**config.mk**
```make
export PLATFORM = sky130hd
export DESIGN_NAME = fetch_unit
export DESIGN_NICKNAME = d
export VERILOG_FILES = /design/src/rtl/fetch_unit.sv
export SDC_FILE = /design/constraint.sdc
export NUM_CORES = 1
export LEC_CHECK = 0
export CAP_MARGIN = 40
export CORE_MARGIN = 5
export CORE_UTILIZATION = 36
export DETAILED_ROUTE_END_ITERATION = 16
export PLACE_DENSITY = 0.66
export SLEW_MARGIN = 20
export SYNTH_ARGS = -nofsm -noshare
export SYNTH_HDL_FRONTEND = slang
export SYNTH_SLANG_ARGS = --single-unit
```
**constraint.sdc**
```tcl
create_clock -name clk -period 7.8 [get_ports clk]
set_clock_uncertainty 0.05 [all_clocks]
set_input_delay 0.78 -clock clk [delete_from_list [all_inputs] [get_ports clk]]
set_output_delay 0.78 -clock clk [all_outputs]
set_load 0.02 [all_outputs]
```
**src/rtl/fetch_unit.sv**
```systemverilog
// Instruction fetch front-end: issues sequential reads, holds in-order responses in a
// small circular prefetch buffer and hands them out one per cycle; redirects flush it.
module fetch_unit #(
  parameter int unsigned ADDR_W   = 12,
  parameter int unsigned INST_W   = 32,
  parameter int unsigned DEPTH    = 4,
  parameter int unsigned RESET_PC = 0,
  parameter int unsigned PC_STEP  = 1
) (
  input  logic              clk,
  input  logic              rst,
  input  logic              en,
  input  logic              redir_valid,
  input  logic [ADDR_W-1:0] redir_target,
  output logic              imem_req,
  output logic [ADDR_W-1:0] imem_addr,
  input  logic              imem_rvalid,
  input  logic [INST_W-1:0] imem_rdata,
  output logic              inst_valid,
  input  logic              inst_ready,
  output logic [INST_W-1:0] inst_data,
  output logic [ADDR_W-1:0] inst_pc,
  output logic              err
);

  localparam int unsigned PW = $clog2(DEPTH);
  localparam int unsigned CW = PW + 1;
  localparam logic [CW:0] OCC_MAX = (CW+1)'(DEPTH);
  localparam logic [ADDR_W-1:0] PC_RST = ADDR_W'(RESET_PC);
  localparam logic [ADDR_W-1:0] PC_INC = ADDR_W'(PC_STEP);

  typedef logic [PW-1:0] ptr_t;
  typedef logic [CW-1:0] cnt_t;

  logic [ADDR_W-1:0] fetch_pc_q, fetch_pc_d;
  logic [ADDR_W-1:0] pc_q   [DEPTH];
  logic [INST_W-1:0] data_q [DEPTH];
  logic [DEPTH-1:0]  filled_q;
  ptr_t              alloc_ptr_q, alloc_ptr_d;
  ptr_t              fill_ptr_q, fill_ptr_d;
  ptr_t              head_ptr_q, head_ptr_d;
  cnt_t              alloc_cnt_q, alloc_cnt_d;
  cnt_t              unfill_cnt_q, unfill_cnt_d;
  cnt_t              drop_cnt_q, drop_cnt_d;
  logic              err_q, err_d;

  logic       issue, fill, pop, drop_dec, none_owed;
  logic [CW:0] occ;
  cnt_t        owed;

  // Entries still awaiting data plus responses already marked for discard.
  assign owed      = drop_cnt_q + unfill_cnt_q;
  assign none_owed = (owed == '0);
  assign occ       = {1'b0, alloc_cnt_q} + {1'b0, drop_cnt_q};

  assign issue    = en & ~redir_valid & ~rst & (occ < OCC_MAX);
  assign fill     = imem_rvalid & ~redir_valid & (drop_cnt_q == '0) & (unfill_cnt_q != '0);
  assign drop_dec = imem_rvalid & ~redir_valid & (drop_cnt_q != '0);

  assign imem_req   = issue;
  assign imem_addr  = fetch_pc_q;
  assign inst_valid = filled_q[head_ptr_q] & ~redir_valid;
  assign pop        = inst_valid & inst_ready;
  assign inst_data  = inst_valid ? data_q[head_ptr_q] : '0;
  assign inst_pc    = inst_valid ? pc_q[head_ptr_q] : '0;
  assign err        = err_q;

  always_comb begin
    fetch_pc_d   = fetch_pc_q;
    alloc_ptr_d  = alloc_ptr_q;
    fill_ptr_d   = fill_ptr_q;
    head_ptr_d   = head_ptr_q;
    alloc_cnt_d  = alloc_cnt_q;
    unfill_cnt_d = unfill_cnt_q;
    drop_cnt_d   = drop_cnt_q;
    err_d        = err_q | (imem_rvalid & none_owed);
    if (redir_valid) begin
      fetch_pc_d   = redir_target;
      alloc_ptr_d  = '0;
      fill_ptr_d   = '0;
      head_ptr_d   = '0;
      alloc_cnt_d  = '0;
      unfill_cnt_d = '0;
      // A response arriving this cycle retires one outstanding request.
      drop_cnt_d   = owed - cnt_t'(imem_rvalid & ~none_owed);
    end else begin
      if (issue) fetch_pc_d = fetch_pc_q + PC_INC;
      alloc_ptr_d  = alloc_ptr_q + ptr_t'(issue);
      fill_ptr_d   = fill_ptr_q + ptr_t'(fill);
      head_ptr_d   = head_ptr_q + ptr_t'(pop);
      alloc_cnt_d  = alloc_cnt_q + cnt_t'(issue) - cnt_t'(pop);
      unfill_cnt_d = unfill_cnt_q + cnt_t'(issue) - cnt_t'(fill);
      drop_cnt_d   = drop_cnt_q - cnt_t'(drop_dec);
    end
  end

  always_ff @(posedge clk or posedge rst) begin
    if (rst) begin
      fetch_pc_q   <= PC_RST;
      alloc_ptr_q  <= '0;
      fill_ptr_q   <= '0;
      head_ptr_q   <= '0;
      alloc_cnt_q  <= '0;
      unfill_cnt_q <= '0;
      drop_cnt_q   <= '0;
      err_q        <= 1'b0;
    end else begin
      fetch_pc_q   <= fetch_pc_d;
      alloc_ptr_q  <= alloc_ptr_d;
      fill_ptr_q   <= fill_ptr_d;
      head_ptr_q   <= head_ptr_d;
      alloc_cnt_q  <= alloc_cnt_d;
      unfill_cnt_q <= unfill_cnt_d;
      drop_cnt_q   <= drop_cnt_d;
      err_q        <= err_d;
    end
  end

  // Issue, fill and pop always address distinct entries, so they can coexist.
  always_ff @(posedge clk or posedge rst) begin
    if (rst) begin
      filled_q <= '0;
      for (int i = 0; i < DEPTH; i++) begin
        pc_q[i]   <= '0;
        data_q[i] <= '0;
      end
    end else if (redir_valid) begin
      filled_q <= '0;
    end else begin
      if (issue) pc_q[alloc_ptr_q] <= fetch_pc_q;
      if (fill) begin
        data_q[fill_ptr_q]   <= imem_rdata;
        filled_q[fill_ptr_q] <= 1'b1;
      end
      if (pop) filled_q[head_ptr_q] <= 1'b0;
    end
  end

endmodule

```
# Word level (Yosys, flattened, before mapping)
# Index checks and enable logic that the tools add are counted.
# word_totals
out_inout_bits	59
word_cells	103
inputBits	50
register_bits	208
# op_classes
muxes	32
add_sub_neg	12
n_lt_le_gt_ge	10
n_reduce_logical	11
n_bitwise	21
# op_table
cell	count
128-bit bitwise mux	1
32-bit two-way mux	4
12-bit two-way mux	6
32-bit binary-select mux with 2-bit select	1
32-bit demux with 2-bit select	1
48-bit bitwise mux	1
12-bit binary-select mux with 2-bit select	1
12-bit demux with 2-bit select	1
4-bit two-way mux	4
12-bit by 1-bit adder with 12-bit output, second input constant	1
1-bit AND	10
3-bit >= comparator, second input constant	3
3-bit two-way mux	3
2-bit inverter with 3-bit output	3
3-bit by 1-bit subtractor with 3-bit output	3
2-bit by 1-bit adder with 2-bit output	3
3-bit by 1-bit adder with 3-bit output	2
3-bit logical NOT	2
2-bit by 3-bit < comparator with 1-bit output, second input constant	2
3-bit by 1-bit < comparator with 1-bit output, second input constant	2
2-bit two-way mux	3
3-bit nonzero test	2
3-bit by 3-bit adder with 4-bit output	1
4-bit AND	1
other kinds (16)	25

# Depth between registers and ports, before layout
# logic_depth
word_depth	10
depth_mapped	13
ltp_nobuf	12

# Worst setup path after synthesis
# No wires, ideal clock.
# synth_path
path_type	input to register
startpoint	in redir_valid
endpoint	reg alloc_cnt_q[2]
path_buffers	3
setup_time_ns	0.132
t_arrival_ns	2.828
t_required_ns	7.618
cell_stages	13
slack_ns	4.790
cell_sequence	buf_1 > inv_1 > clkbuf_1 > clkbuf_1 > nand2_1 > nor2_1 > ha_1 > inv_1 > ha_1 > inv_1 > fa_1 > xnor2_1 > nor2_1
# synth_via
elab_chain_cells	7
word_cells_on_any_way	9
classes_between	2 x add/sub; 1 x mux; 6 x bitwise
# synth_rtl
element	line	text
from (decl)	13	input logic redir_valid,
1-bit inverter (no line)	-	
1-bit AND (3 in series)	56	assign issue = en & ~redir_valid & ~rst & (occ < OCC_MAX);
3-bit by 1-bit adder with 3-bit output	91	alloc_cnt_d = alloc_cnt_q + cnt_t'(issue) - cnt_t'(pop);
3-bit by 1-bit subtractor with 3-bit output	91	
3-bit two-way mux *	77	if (redir_valid) begin
named net alloc_cnt_d[2]	42	cnt_t alloc_cnt_q, alloc_cnt_d;
to (signal assigned)	112	alloc_cnt_q <= alloc_cnt_d;
to (decl)	42	
# Mark *: on every way through the listed nets, which the timed path passes. The rest lies on a longest branch.
# A chain may end at the register's enable or synchronous reset.

# Worst setup path after layout
# layout_path
startpoint	reg head_ptr_q[0]
endpoint	out inst_pc[3]
# layout_via
elab_chain_cells	5
word_cells_on_any_way	8
classes_between	6 x mux; 2 x bitwise
# layout_rtl
element	line	text
from (decl)	41	ptr_t head_ptr_q, head_ptr_d;
from (signal assigned)	111	head_ptr_q <= head_ptr_d;
2-bit inverter with 3-bit output (implied by the code)	65	assign inst_pc = inst_valid ? pc_q[head_ptr_q] : '0;
12-bit binary-select mux with 2-bit select	65	
12-bit two-way mux (implied by the code) (2 in series)	65	
12-bit two-way mux *	65	
to (decl)	22	output logic [ADDR_W-1:0] inst_pc,
# Mark *: on every way between the ends. The rest lies on a longest branch, timed or not. The select of a mux whose other input is x is not followed.

==> impl_metrics.csv <==
group,metric,value,unit
routing,drt-wirelength-per-cell,18.9,um
placement,place_congestion,0.717,
pwr,powerDensity,231,nW/um^2
cts,clk-insertion-delay-late,0.51,ns
routing,drt-vias-per-instance,5.01,
routing,final_antenna_net_count,0,
worst_setup_path,start_kind,"flop",
floorplanning,coreArea,27100,um^2
cts,clockBufferDepth,3,
synthesis,synth.area.top_cells,"dfrtp_1 (52%), mux2_2 (18%), mux4_2 (10%), and3_1 (3.0%), ha_1 (1.6%)",
pwr,p_total,0.00282,W
worst_setup_path,cp.arrival,3.40,ns
worst_setup_path,end_kind,"output pin",
timing,fin_crit,4.23,ns
cts,hold_buffers,0,
floorplanning,die-area,31100,um^2
global_routing,grt_usage,14.7,%
timing,tightest_slew,0.808,ns
routing,remaining_drc_errors,0,
cts,post_cts_resize_count,0,
timing,tns,0,ns
job,cap_viol_max_count,0,
timing,fmax,0.236,GHz
floorplanning,row_count,60,
pwr,leakage,5.65,nW
worst_setup_path,crit_fanout,28,
floorplanning,die_w,176,um
floorplanning,start_util,36.7,%
worst_hold_path,min_path_type,"reg2reg",
synthesis,synthCells,684,
global_routing,grt_pass1_wl,36700,um
timing,final_max_slew_viol_count,0,
floorplanning,fp.dieH,176,um
finish,nNetsFinal,854,
cts,htreeDepth,1,
finish,area_delta_synth_final,22.7,%
cts,cts_made_buffers,24,
synthesis,ys_ff_latch,208,
synthesis,async_flop_share,100,%
synthesis,synth_top_cell_by_area,"dfrtp_1",
synthesis,synth.avg_cell_area,14.5,um^2
cts,cts.sinks,208,
synthesis,synth.distinct_cells,50,
timing,worst_slack,3.57,ns
synthesis,synth_edf_count,0,
routing,wirelength,22300,um
global_routing,overflow,0,
synthesis,yosysWarnings,0,
floorplanning,io_pins,109,
worst_setup_path,setup.worst_path.class,"reg2out",
placement,dpl.hpwl,13900,um
status,status,"finished clean",
placement,io_buffers,108,
finish,drive_gt1_share,35.2,%
finish,n_fill_cell,2421,
worst_setup_path,crit_slowest_cell,"mux4_2",
worst_setup_path,cp_cell_sequence,"buf_12 -> mux4_2 -> buf_16 -> and3_1 -> clkdlybuf4s50_1",
placement,pre_cts_ws,3.62,ns
synthesis,seq_area_frac_synth,52.3,%
timing,max_slew_margin,46.1,%
synthesis,synthFlopType,"dfrtp_1",
global_routing,antenna_found_initial,2,
finish,multi_input_area,4420,um^2
worst_setup_path,cp.required,6.97,ns
synthesis,yosysTopAreaCellShare,52.3,%
timing,period_share,54.3,%
global_routing,grt_pass1_vias,6422,
worst_setup_path,max_stage_delay,0.80,ns
finish,seq_area,5210,um^2
routing,drtIter0Drc,316,
pwr,irDropWorstVdd,0.000148,V
cts,cts_tree,"done",
cts,clk_pin_slew_worst_paths,0.06,ns
cts,cts_setup_buffers,0,
synthesis,synth_fp_nets,750,
routing,vias,5907,
global_routing,grt_max_degree,97,
synthesis,syn_area,9950,um^2
routing,drt_pass1_iterations,4,
timing,rsz0062_at_grt,"no",
timing,hold_viol,0,
cts,root_buffer,"clkbuf_16",
timing,hold-worst-slack,0.431,ns
timing,setup_violations,0,
[layout by cell type (no fill, tap or decap), types with 4 or more instances in the layout]
cell	count
a31oi_1	6
and3_1	48
buf_4	10
clkbuf_1	8
clkbuf_16	25
clkbuf_8	7
clkdlybuf4s50_1	108
dfrtp_1	206
ha_1	13
inv_1	15
mux2_1	6
mux2_2	160
mux2_4	10
mux4_2	45
nand2_1	12
nand3_1	6
nand4_1	6
nor2_1	24
nor2b_1	6
o21ai_0	9
or3_1	4
or4_1	4
xnor2_1	8
xor2_1	8
[per-layer routing]
metal / wire length (um) / share of wire [%] / vias up / track usage (%)
met5: 0 / 0 / - / 0
met4: 443 / 2.0 / 0 / 3.70
met3: 904 / 4.1 / 26 / 2.36
met2: 10600 / 47 / 100 / 23.7
met1: 10400 / 47 / 3050 / 20.8
li1: - / - / 2731 / -
[layout make-up]
class,instances,share of cell area (%)
Antenna cell,1,0.0205
Timing Repair Buffer,124,10.4
Clock inverter,3,0.143
Clock buffer,40,6.16
Multi-Input combinational cell,414,36.2
Inverter,16,0.553
Sequential cell,208,42.7
Tap cell,372,3.81
[state kept, by name, indices dropped and copies added (netlist names)]
| signal | flops |
|---|---|
| data_q | 128 |
| pc_q | 48 |
| imem_addr | 12 |
| filled_q | 4 |
| alloc_cnt_q | 3 |
| drop_cnt_q | 3 |
| unfill_cnt_q | 3 |
| alloc_ptr_q | 2 |
| fill_ptr_q | 2 |
| head_ptr_q | 2 |
| err | 1 |
[where the power goes]
| part | leakage [nW] | switching (W) | total, W | internal [W] |
|---|---|---|---|---|
| Clock | 0.376 | 0.000433 | 0.00108 | 0.000652 |
| Sequential | 2.79 | 0.0000902 | 0.00130 | 0.00121 |
| Combinational | 2.48 | 0.000171 | 0.000435 | 0.000264 |
| Total | 5.65 | 0.000694 | 0.00282 | 0.00212 |
[cells in the mapped netlist, types with 4 or more instances]
cell      instances
o21ai_0           9
clkbuf_1         14
buf_2            17
nor2_1           25
dfrtp_1         208
nand3_1           6
and3_1           48
buf_1             4
nor2b_1           6
nand2_1          12
mux4_2           45
inv_1            16
mux2_1            6
buf_6            10
ha_1             13
xor2_1            8
a31oi_1           6
or4_1             4
mux2_4           10
nand4_1           6
mux2_2          160
or3_1             4
xnor2_1           8
[critical path, delay by kind of cell, from the launching register on]
family,cells,cell delay [ns]
buffers and inverters,3,1.13
flip-flops,1,0.76
multiplexers,1,0.80
AND/OR/NAND/NOR,1,0.20
[logic make-up after synthesis]
family / Yosys count / share of synthesized area, %
multiplexers: 224 / 30.8
XOR/XNOR: 16 / 1.41
buffers and inverters: 62 / 3.35
adder cells (fa/ha/maj): 16 / 2.24
flip-flops: 208 / 52.3
AO/OA/AOI/OAI: 27 / 1.84
AND/OR/NAND/NOR: 131 / 8.06
[path summary, 6_finish.rpt]
kind,cells after the start,end,slack [ns],start
max,5,inst_pc[3],3.57,head_ptr_q[0]
min,1,pc_q[23],0.43,pc_q[23]
max reg2reg,12,alloc_cnt_q[2],4.13,head_ptr_q[0]
min reg2reg,1,pc_q[23],0.43,pc_q[23]
max in group asynchronous,4,data_q[112],6.04,rst
min in group asynchronous,2,pc_q[45],0.68,rst
[metrics by stage]
stage                     cell area [um^2]  utilization (%)  std cells
after CTS                            12200             44.9       1174
after detailed placement             11400             42.0       1131
after floorplan                       9950                -        684
after global placement               11300             41.8       1128
after global routing                 12200             45.0       1177
final                                12200             45.0       1178
(Power assumes the default switching activity.)
